## config.mk

```make
export PLATFORM = sky130hd
export DESIGN_NAME = mult_share_sched
export DESIGN_NICKNAME = d
export VERILOG_FILES = /design/src/rtl/fft_pkg.sv /design/src/rtl/rr_arbiter.sv /design/src/rtl/mult_share_sched.sv
export SDC_FILE = /design/constraint.sdc
export NUM_CORES = 1
export LEC_CHECK = 0
export ABC_CLOCK_PERIOD_IN_PS = 6100
export CORE_ASPECT_RATIO = 0.9
export CORE_MARGIN = 1.5
export CORE_UTILIZATION = 43
export DETAILED_ROUTE_END_ITERATION = 10
export DONT_BUFFER_PORTS = 1
export SYNTH_ARGS = -nofsm -noshare
export SYNTH_HDL_FRONTEND = slang
export SYNTH_SLANG_ARGS = --single-unit
export TNS_END_PERCENT = 20
```

## constraint.sdc

```tcl
create_clock -name clk -period 6.1 [get_ports clk]
set_input_delay 0.305 -clock clk [delete_from_list [all_inputs] [get_ports clk]]
set_output_delay 0.305 -clock clk [all_outputs]
set_load 0.05 [all_outputs]
```

## src/rtl/fft_pkg.sv

```systemverilog
// Shared FFT datapath widths, saturation limits and operand types.
package fft_pkg;

  localparam int DATA_W = 17;
  localparam int COEF_W = 8;
  localparam int FRAC_W = 7;
  localparam int PROD_W = DATA_W + COEF_W;

  typedef logic signed [DATA_W-1:0] data_t;
  typedef logic signed [COEF_W-1:0] coef_t;

  localparam data_t DATA_MAX = 17'sh0FFFF;
  localparam data_t DATA_MIN = 17'sh10000;

  typedef struct packed {
    data_t a;
    coef_t b;
  } operand_t;

endpackage

```

## src/rtl/rr_arbiter.sv

```systemverilog
// Rotating-priority arbiter: first requester at or above ptr, wrapping.
module rr_arbiter #(
  parameter int NREQ = 4,
  parameter int TAGW = 2
) (
  input  logic [NREQ-1:0] req,
  input  logic            en,
  input  logic [TAGW-1:0] ptr,
  output logic [NREQ-1:0] grant,
  output logic [TAGW-1:0] idx
);

  logic found;
  int   j;

  always_comb begin
    grant = '0;
    idx   = '0;
    found = 1'b0;
    j     = 0;
    for (int i = 0; i < NREQ; i++) begin
      j = int'(ptr) + i;
      if (j >= NREQ) j = j - NREQ;
      if (en && !found && req[j]) begin
        found    = 1'b1;
        grant[j] = 1'b1;
        idx      = TAGW'(j);
      end
    end
  end

endmodule

```

## src/rtl/mult_share_sched.sv

```systemverilog
// One 17x8 fractional multiplier time-shared across NREQ lanes.
// Build with MULT_SHARE_SAT_EN to saturate instead of wrap.
module mult_share_sched
  import fft_pkg::*;
#(
  parameter int NREQ = 4,
  parameter int TAGW = 2
) (
  input  logic                     clk,
  input  logic                     rst,
  input  logic [NREQ-1:0]          req_valid,
  input  logic [NREQ*DATA_W-1:0]   req_a,
  input  logic [NREQ*COEF_W-1:0]   req_b,
  output logic [NREQ-1:0]          req_ready,
  output logic                     out_valid,
  input  logic                     out_ready,
  output data_t                    out_data,
  output logic [TAGW-1:0]          out_tag
);

  logic            s1_valid;
  operand_t        s1_op;
  logic [TAGW-1:0] s1_tag;
  logic [TAGW-1:0] ptr;

  logic            s2_adv;
  logic            s1_adv;
  logic            grant_any;
  logic [TAGW-1:0] grant_idx;
  operand_t        sel_op;

  logic signed [PROD_W-1:0] prod;
  data_t                    res;

  assign s2_adv    = !out_valid | out_ready;
  assign s1_adv    = !s1_valid | s2_adv;
  assign grant_any = |req_ready;

  rr_arbiter #(
    .NREQ (NREQ),
    .TAGW (TAGW)
  ) u_arb (
    .req   (req_valid),
    .en    (s1_adv & !rst),
    .ptr   (ptr),
    .grant (req_ready),
    .idx   (grant_idx)
  );

  always_comb begin
    sel_op = '0;
    for (int i = 0; i < NREQ; i++) begin
      if (req_ready[i]) begin
        sel_op.a = req_a[i*DATA_W +: DATA_W];
        sel_op.b = req_b[i*COEF_W +: COEF_W];
      end
    end
  end

  // Floor-scale the Q1.7 product; only -65536 * -128 leaves range.
  always_comb begin
    prod = PROD_W'(s1_op.a) * PROD_W'(s1_op.b);
`ifdef MULT_SHARE_SAT_EN
    if ((prod >>> FRAC_W) > PROD_W'(DATA_MAX)) res = DATA_MAX;
    else if ((prod >>> FRAC_W) < PROD_W'(DATA_MIN)) res = DATA_MIN;
    else res = DATA_W'(prod >>> FRAC_W);
`else
    res = DATA_W'(prod >>> FRAC_W);
`endif
  end

  always_ff @(posedge clk) begin
    if (rst) begin
      s1_valid <= 1'b0;
      s1_op    <= '0;
      s1_tag   <= '0;
      ptr      <= '0;
    end else begin
      if (s1_adv) begin
        s1_valid <= grant_any;
        if (grant_any) begin
          s1_op  <= sel_op;
          s1_tag <= grant_idx;
        end
      end
      if (grant_any) begin
        if (grant_idx == TAGW'(NREQ - 1)) ptr <= '0;
        else ptr <= grant_idx + TAGW'(1);
      end
    end
  end

  always_ff @(posedge clk) begin
    if (rst) begin
      out_valid <= 1'b0;
      out_data  <= '0;
      out_tag   <= '0;
    end else if (s2_adv) begin
      out_valid <= s1_valid;
      if (s1_valid) begin
        out_data <= res;
        out_tag  <= s1_tag;
      end
    end
  end

endmodule

```

Word-level counts from Yosys, hierarchy flattened:

Index checks and enable logic that the tools add are counted.

* register bits after elaboration: 50
* input bits: 107
* output and inout bits: 24
* logic and storage cells: 96

* add/subtract/negate cells: 8
* multiply operators: 1
* magnitude comparators: 12
* equal/unequal tests: 1
* mux-type cells: 40
* bitwise logic cells: 6
* reductions and logical operators: 20

Operators by type and width (number)
* greater-or-equal comparator 32 x 1 -> 1 bit, second input constant: 4
* less-than comparator 32 x 4 -> 1 bit, second input constant: 4
* 2-to-1 mux 32 bit: 4
* 2-to-1 mux 25 bit: 4
* greater-or-equal comparator 32 x 4 -> 1 bit, second input constant: 3
* subtractor 32 x 4 -> 32 bit, second input constant: 3
* multiplier 17 x 8 -> 24 bit: 1
* 2-to-1 mux 4 bit: 4
* 2-to-1 mux 1 bit: 15
* bitwise OR 4 bit: 3
* logical AND 1 bit: 11
* 2-to-1 mux 2 bit: 5
* binary-select mux 1 bit (select 2 bit): 4
* demux 1 bit (select 2 bit): 4
* adder 2 x 2 -> 3 bit, second input constant: 2
* zero test 1 bit: 6
* AND reduction 2 bit: 2
* OR reduction 4 bit: 1
* subtractor 2 x 3 -> 4 bit, second input constant: 1
* adder 2 x 1 -> 3 bit, second input constant: 1
* greater-or-equal comparator 2 x 3 -> 1 bit, second input constant: 1
* adder 2 x 1 -> 2 bit, second input constant: 1
* == test 2 bit, second input constant: 1
* bitwise OR 1 bit: 2
* bitwise AND 1 bit: 1

Longest topological paths before layout:

Gate-level depths: netlist (run 1).

* word-level depth: 23
* depth in mapped cells: 20
* mapped depth without buffers: 19

Cells and area by module:

From an unflattened synthesis (run 1), not the netlist that was laid out.

* cell total of the unflattened synthesis: 926
* area, all modules: 7708.6 µm²

By module, submodules not included
* mult_share_sched: instances 1, cells an instance 868, area an instance 7226.9 µm², sequential area each 1001.0 µm²
* rr_arbiter: instances 1, cells an instance 58, area an instance 481.7 µm², sequential area each 0.0 µm²

Worst setup path before layout (run 1):

OpenSTA, ideal clock, no wires.

* path kind: flip-flop to flip-flop
* start: register s1_op[6] (netlist bit)
* end: register out_data[15]
* library setup time: 62 ps
* arrival time: 4903 ps
* required time: 6038 ps
* slack: 1135 ps
* stages on the path, launching flop included: 20
* buffers on the path: 2
* clock period less this slack: 4965 ps
* cell sequence: dfxtp_1 > clkbuf_1 > clkbuf_1 > nand2_1 > fa_1 > fa_1 > inv_1 > fa_1 > inv_1 > fa_1 > inv_1 > ha_1 > nand4_1 > o211ai_1 > o211a_1 > o21ai_0 > o21ai_0 > a21oi_1 > or4_1 > nand3_1

* cells in the longest elaborated chain, start to end: 1

Ends and longest elaborated chain
* start, declared: RTL line mult_share_sched.sv:22 `operand_t s1_op;`
* start signal, assigned: RTL line mult_share_sched.sv:82 `s1_op <= sel_op;`
* multiplier 17 x 8 -> 24 bit: RTL line mult_share_sched.sv:62 `prod = PROD_W'(s1_op.a) * PROD_W'(s1_op.b);`
* end signal, assigned: RTL line mult_share_sched.sv:101 `out_data <= res;`
* end, declared: RTL line mult_share_sched.sv:17 `output data_t out_data,`

No other way between the ends.
A chain may end at the register's enable or synchronous reset.

Final worst setup path (run 1):

* start: register s1_op[2] (netlist bit)
* end: register out_data[15]

Same word-level chain as after synthesis.

==> results of run 1 <==
-- cell families after synthesis --
group | count (synthesis) | share of synthesized area
buffers and inverters | 182 | 0.0991
xor gates and xnor gates | 22 | 0.0270
adders and majority gates | 155 | 0.381
DFF | 50 | 0.140
AOI/OAI and AO/OA | 128 | 0.141
and+or+nand+nor | 267 | 0.192
muxes | 12 | 0.0191
-- area by class of cell --
type | instances | share of cell area
clock buffers | 6 | 0.0174
clock inverters | 2 | 0.00237
well taps | 207 | 0.0350
repair buffers | 5 | 0.00507
flip-flops and latches | 50 | 0.135
inverters | 143 | 0.0725
multi-input cells | 584 | 0.733
-- worst max-delay path, stage by stage, from the launching register on --
cell      delay [ns]
dfxtp_1         0.77
nand2_1         0.15
fa_1            0.49
fa_1            0.49
inv_1           0.06
fa_1            0.53
inv_1           0.06
fa_1            0.52
inv_1           0.04
ha_1            0.33
nand4_1         0.14
o211ai_1        0.33
o211a_1         0.24
o21ai_0         0.13
o21ai_0         0.37
a21oi_1         0.14
or4_1           0.41
nand3_1         0.09
-- synthesized netlist by cell type (all sizes together) (8+ instances only) --
cell,count
o21ai,11
ha,51
dfxtp,50
nor2,53
a21oi,25
and2,89
a221o,28
nor3,30
xnor2,15
clkbuf,32
inv,143
a221oi,25
fa,104
nand2,65
mux2i,8
-- final timing paths --
check | end | cells after the start
min reg2reg | out_tag[0] | 2
min | register | 1
max | out_data[15] | 17
max reg2reg | out_data[15] | 17
-- layer usage --
layer	wire length, um	part of all wire	track usage
met5	0	0	0
met1	8250	0.44	0.280
met4	413	0.022	0.0600
met2	8740	0.47	0.366
met3	1210	0.065	0.0467
-- stage by stage --
| stage | instances | worst slack (ns) |
|---|---|---|
| floorplan | 816 | 1.14 |
| global placement | 989 | 0.891 |
| detailed placement | 989 | 0.765 |
| CTS | 997 | 0.750 |
| global route | 997 | 0.482 |
| finish | 997 | 0.759 |
-- flip-flops by register name, summed over array words and instances (netlist names), named ones only --
signal     cells
s1_tag         2
out_valid      1
out_tag        2
out_data      17
ptr            1
s1_valid       1
s1_op         25
==> results.md, run 1 <==
- Post-DRT Antenna Nets: 0
- Ys Warns: 0
- Async set or reset register ratio after synthesis: 0
- RSZ-0062 raised after global routing: no
- Fill cells: 1589
- Io pins: 131
- Dpl cell area: 7260 sq um
- Area leader, netlist: fa_1
- First-pass GRT wire length: 29.9 mm
- Least-Margin Pin Slew: 0.898 ns
- Post-CTS setup buffers: 0
- Die area: 17400 sq um
- Crit path DAT: 5.59 ns
- Gr usage total: 0.216
- Cts repair resizes: 0
- Layout cells sized above 1: 0.0278
- Worst-Skew Late Latency: 0.31 ns
- Number of vias per cell: 5.54
- Post-DP HPWL: 15.7 mm
- Fin. Hold Viols: 0
- Die W: 139 um
- Critical path startpoint: s1_op[2]
- Minimum clock period: 5.34 ns
- Initial detailed-routing violation count: 346
- Top cells by area, synth: fa_1 29%, dfxtp_1 14%, ha_1 8.9%, and2_1 7.8%, inv_1 7.5%
- DR WL/cell: 18.7 um
- Top FF cell, synth: dfxtp_1
- Remaining Overflow, GRT: 0
- Slew Viols, Final: 0
- Reg clk slew, reported paths: 0.08 ns
- DRC violation count after routing: 0
- Diode count: 0
- Initial antenna violation count: 0
- Die Ht: 125 um
- Sequential Area: 1000 sq um
- Hold wc startpoint: rst
- CTS tree: built
- Setup CP Type: register to register
- Syn Nets: 1078
- Synth top area share: 0.292
- Final Setup Violations: 0
- Core area: 16200 sq um
- Clock tree sinks: 50
- Port-buffer cells: 0
- Hold_buf cts: 0
- Routed WL: 18.6 mm
- CP required: 6.35 ns
- Max-cap violations: 0
- Most common cell after layout, fill and taps aside: inv_1
- Seq cells post-synth: 50
- Setup TNS: 0 ns
- Vias in the first global route: 5772
- Hold Crit Class: input pin to register
- Mean Syn Cell Area: 8.74 sq um
- Root Driver: clkbuf_16
- Clock buffer depth: 2
- Std cell rows: 44
- Fmax: 187 MHz
- Crit-path max FO: 18
- Design area: 7410 sq um
- Util after Layout: 0.458
- CP Capture Type: register
- Most frequent cells in the layout: 142 x inv_1, 104 x fa_1, 89 x and2_1
- Reg-to-Reg Start: s1_op[2]
- Fin nets: 1051
- DR vias: 5524
- Post-Syn Area: 7130 sq um
- Worst R2R Setup Slack: 0.76 ns
- Hold WS: 0.0715 ns
- Multi-input gate area: 5430 sq um
- Fin crit share: 0.876
- Outcome: completed
- H-tree depth: 2
- Synth-to-layout area growth: 3.84%
- Cells after Synth: 816
- Number of synthesized flops with an enable pin: 0
- RePlAce Congestion: 0.882
- Sequential-to-total area share from yosys stat: 0.140
- Post-synth cell types: 52
- 1st-pass router iterations: 5
- Worst Skew: 0.00893 ns
- Worst rel slew slack: 0.401
- Initial core utilization: 0.441
- Largest net degree at the start of global routing: 34
- Crit start category: register
- TritonCTS buffer count: 5
Power of run 1 is not shown: default switching activity piles up to over one toggle a cycle in this logic, so the estimate is an artifact.
==> inputs of run 2 (changes only) <==
ABC_AREA = 1   (was unset)
BUFFER_PORTS_ARGS = -buffer_cell sky130_fd_sc_hd__buf_2   (was unset)
DONT_BUFFER_PORTS = unset   (was 1)
==> results.md, run 2 <==
- Crit path DAT: 5.40 ns
- First-pass GRT wire length: 36.6 mm
- Post-DP HPWL: 17.3 mm
- RSZ-0062 raised after global routing: no
- Min-Delay Endpoint: out_valid
- R2r worst-path depth: 17
- Setup CP Type: register to register
- Fin nets: 1651
- Std cell rows: 48
- Number of synthesized flops with an enable pin: 0
- Reg clk slew, reported paths: 0.07 ns
- Hold wc startpoint: out_ready
- Post-synth cell types: 38
- Worst-Skew Late Latency: 0.30 ns
- Minimum clock period: 5.15 ns
- Routed WL: 21.1 mm
- Synth top area share: 0.247
- Ys Warns: 0
- Crit-path max FO: 18
- Async set or reset register ratio after synthesis: 0
- Post-CTS setup buffers: 0
- RR Endpoint: out_data[14]
- DR WL/cell: 12.9 um
- Port-buffer cells: 130
- Initial core utilization: 0.439
- Final worst slack: 0.951 ns
- Io pins: 131
- Outcome: completed
- Area leader, netlist: fa_1
- Clock buffer depth: 2
- Remaining Overflow, GRT: 0
- Sequential-to-total area share from yosys stat: 0.119
- Cells after Synth: 1308
- Clock tree sinks: 50
- Hold Path Stages: 4
- Sequential Area: 1000 sq um
- Post-Syn Area: 8430 sq um
- Critical path startpoint: s1_op[4]
- Vias in the first global route: 7784
- Setup TNS: 0 ns
- Flip-flop count of the largest register after layout: 25
- Initial antenna violation count: 0
- Worst slack, placed: 1.06 ns
- H-tree depth: 2
- Hold_buf cts: 0
- DRC violation count after routing: 0
- Synth-to-layout area growth: 10.2%
- Fmax: 194 MHz
- Dpl cell area: 9130 sq um
- TritonCTS buffer count: 5
- Fill cells: 2084
- Initial detailed-routing violation count: 368
- Mean Syn Cell Area: 6.45 sq um
- Largest regs: s1_op (25), out_data (17)
- DR vias: 7906
- Largest register by flop count: s1_op
- Crit start category: register
- Worst R2R Setup Slack: 0.95 ns
- Number of vias per cell: 4.82
- Reg-to-Reg Start: s1_op[4]
- Die area: 20500 sq um
- Top FF cell, synth: dfxtp_1
- Synth top cells by count: 318 x nand2_1, 316 x inv_1, 169 x nor2_1
- Least-Margin Pin Slew: 1.07 ns
- 1st-pass router iterations: 5
- Worst Skew: 0.00627 ns
- Largest net degree at the start of global routing: 54
- Max VDD drop: 0.000247 V
- Most frequent cell after synthesis: nand2_1
- Post-DRT Antenna Nets: 0
- Design area: 9290 sq um
- Hold Crit Class: input pin to register
- Root Driver: clkbuf_16
- Cts repair resizes: 0
- Multi-input gate area: 5930 sq um
- RePlAce Congestion: 0.898
- Top cells by area, synth: fa_1 25%, nand2_1 14%, inv_1 14%, dfxtp_1 12%, ha_1 7.6%
- Syn Nets: 1570
- Die W: 151 um
- Gr usage total: 0.224
- Max-cap violations: 0
- Die Ht: 136 um
- Layout cells sized above 1: 0.119
- Most common cell after layout, fill and taps aside: nand2_1
- Leak: 0.00577 uW
- Fin. Hold Viols: 0
- Fin crit share: 0.844
- Slew Viols, Final: 0
- Final Setup Violations: 0
- CTS tree: built
- CP Capture Type: register
- Hold WS: 0.293 ns
- Most frequent cells in the layout: 318 x nand2_1, 316 x inv_1, 169 x nor2_1
- Seq cells post-synth: 50
- CP required: 6.35 ns
- Worst rel slew slack: 0.288
- Core area: 19200 sq um
- Pwr dens: 412 nW/um^2
[run 2: per-stage QoR]
stage | total power (uW) | cells | utilization
2_1_floorplan | 2960 | 1308 | -
3_3_place_gp | 3530 | 1632 | 0.475
3_5_place_dp | 3530 | 1632 | 0.475
5_1_grt | 4360 | 1640 | 0.483
4_1_cts | 3880 | 1640 | 0.483
6_report | 3830 | 1641 | 0.483
[run 2: cells by family (layout without fill, tap and decap cells)]
logic type,Yosys count,after routing,synth area share
and+or+nand+nor,581,581,0.287
other,0,1,0
AOI/OAI and AO/OA,126,126,0.0789
buffers and inverters,382,464,0.178
adders and majority gates,155,155,0.323
xor gates and xnor gates,14,14,0.0145
DFF,50,50,0.119
[run 2: worst max-delay path, stage by stage, from the launching register on]
cell and delay (ns):
dfxtp_1 0.80, nand2_1 0.19, fa_1 0.60, fa_1 0.57, inv_1 0.05, fa_1 0.52, inv_1 0.05, fa_1 0.53
inv_1 0.04, ha_1 0.39, nand2_1 0.15, nor3_1 0.39, nand4_1 0.21, nand3_1 0.20, a21oi_1 0.08, o21ai_0 0.12
o211ai_1 0.12, inv_1 0.08
[run 2: worst max-delay path by stage]
stage | slack, ns | to
floorplan | 1.54 | out_data[16]
global placement | 1.02 | out_data[14]
detailed placement | 1.06 | out_data[14]
CTS | 1.01 | out_data[14]
global route | 0.63 | out_data[14]
finish | 0.95 | out_data[14]
[run 2: final cells by class]
class	instances	area share
clock buffer	7	0.0143
inverter	323	0.130
tap	250	0.0337
timing repair buffer	133	0.0724
antenna	1	0.000269
multi-input combinational	876	0.638
clock inverter	1	0.00323
sequential	50	0.108
[run 2: routing by layer]
metal	vias up	routed length (um)	global-route usage
met2	140	10400	0.396
met5	-	0	0
li1	3992	-	-
met3	28	584	0.0208
met4	0	493	0.0653
met1	3746	9620	0.291
[run 2: report_power, final]
part / internal [uW] / switching [uW]
registers: 440 / 207
clock network: 195 / 136
logic: 952 / 1900
No activity file was read; power rests on OpenSTA's default activity.
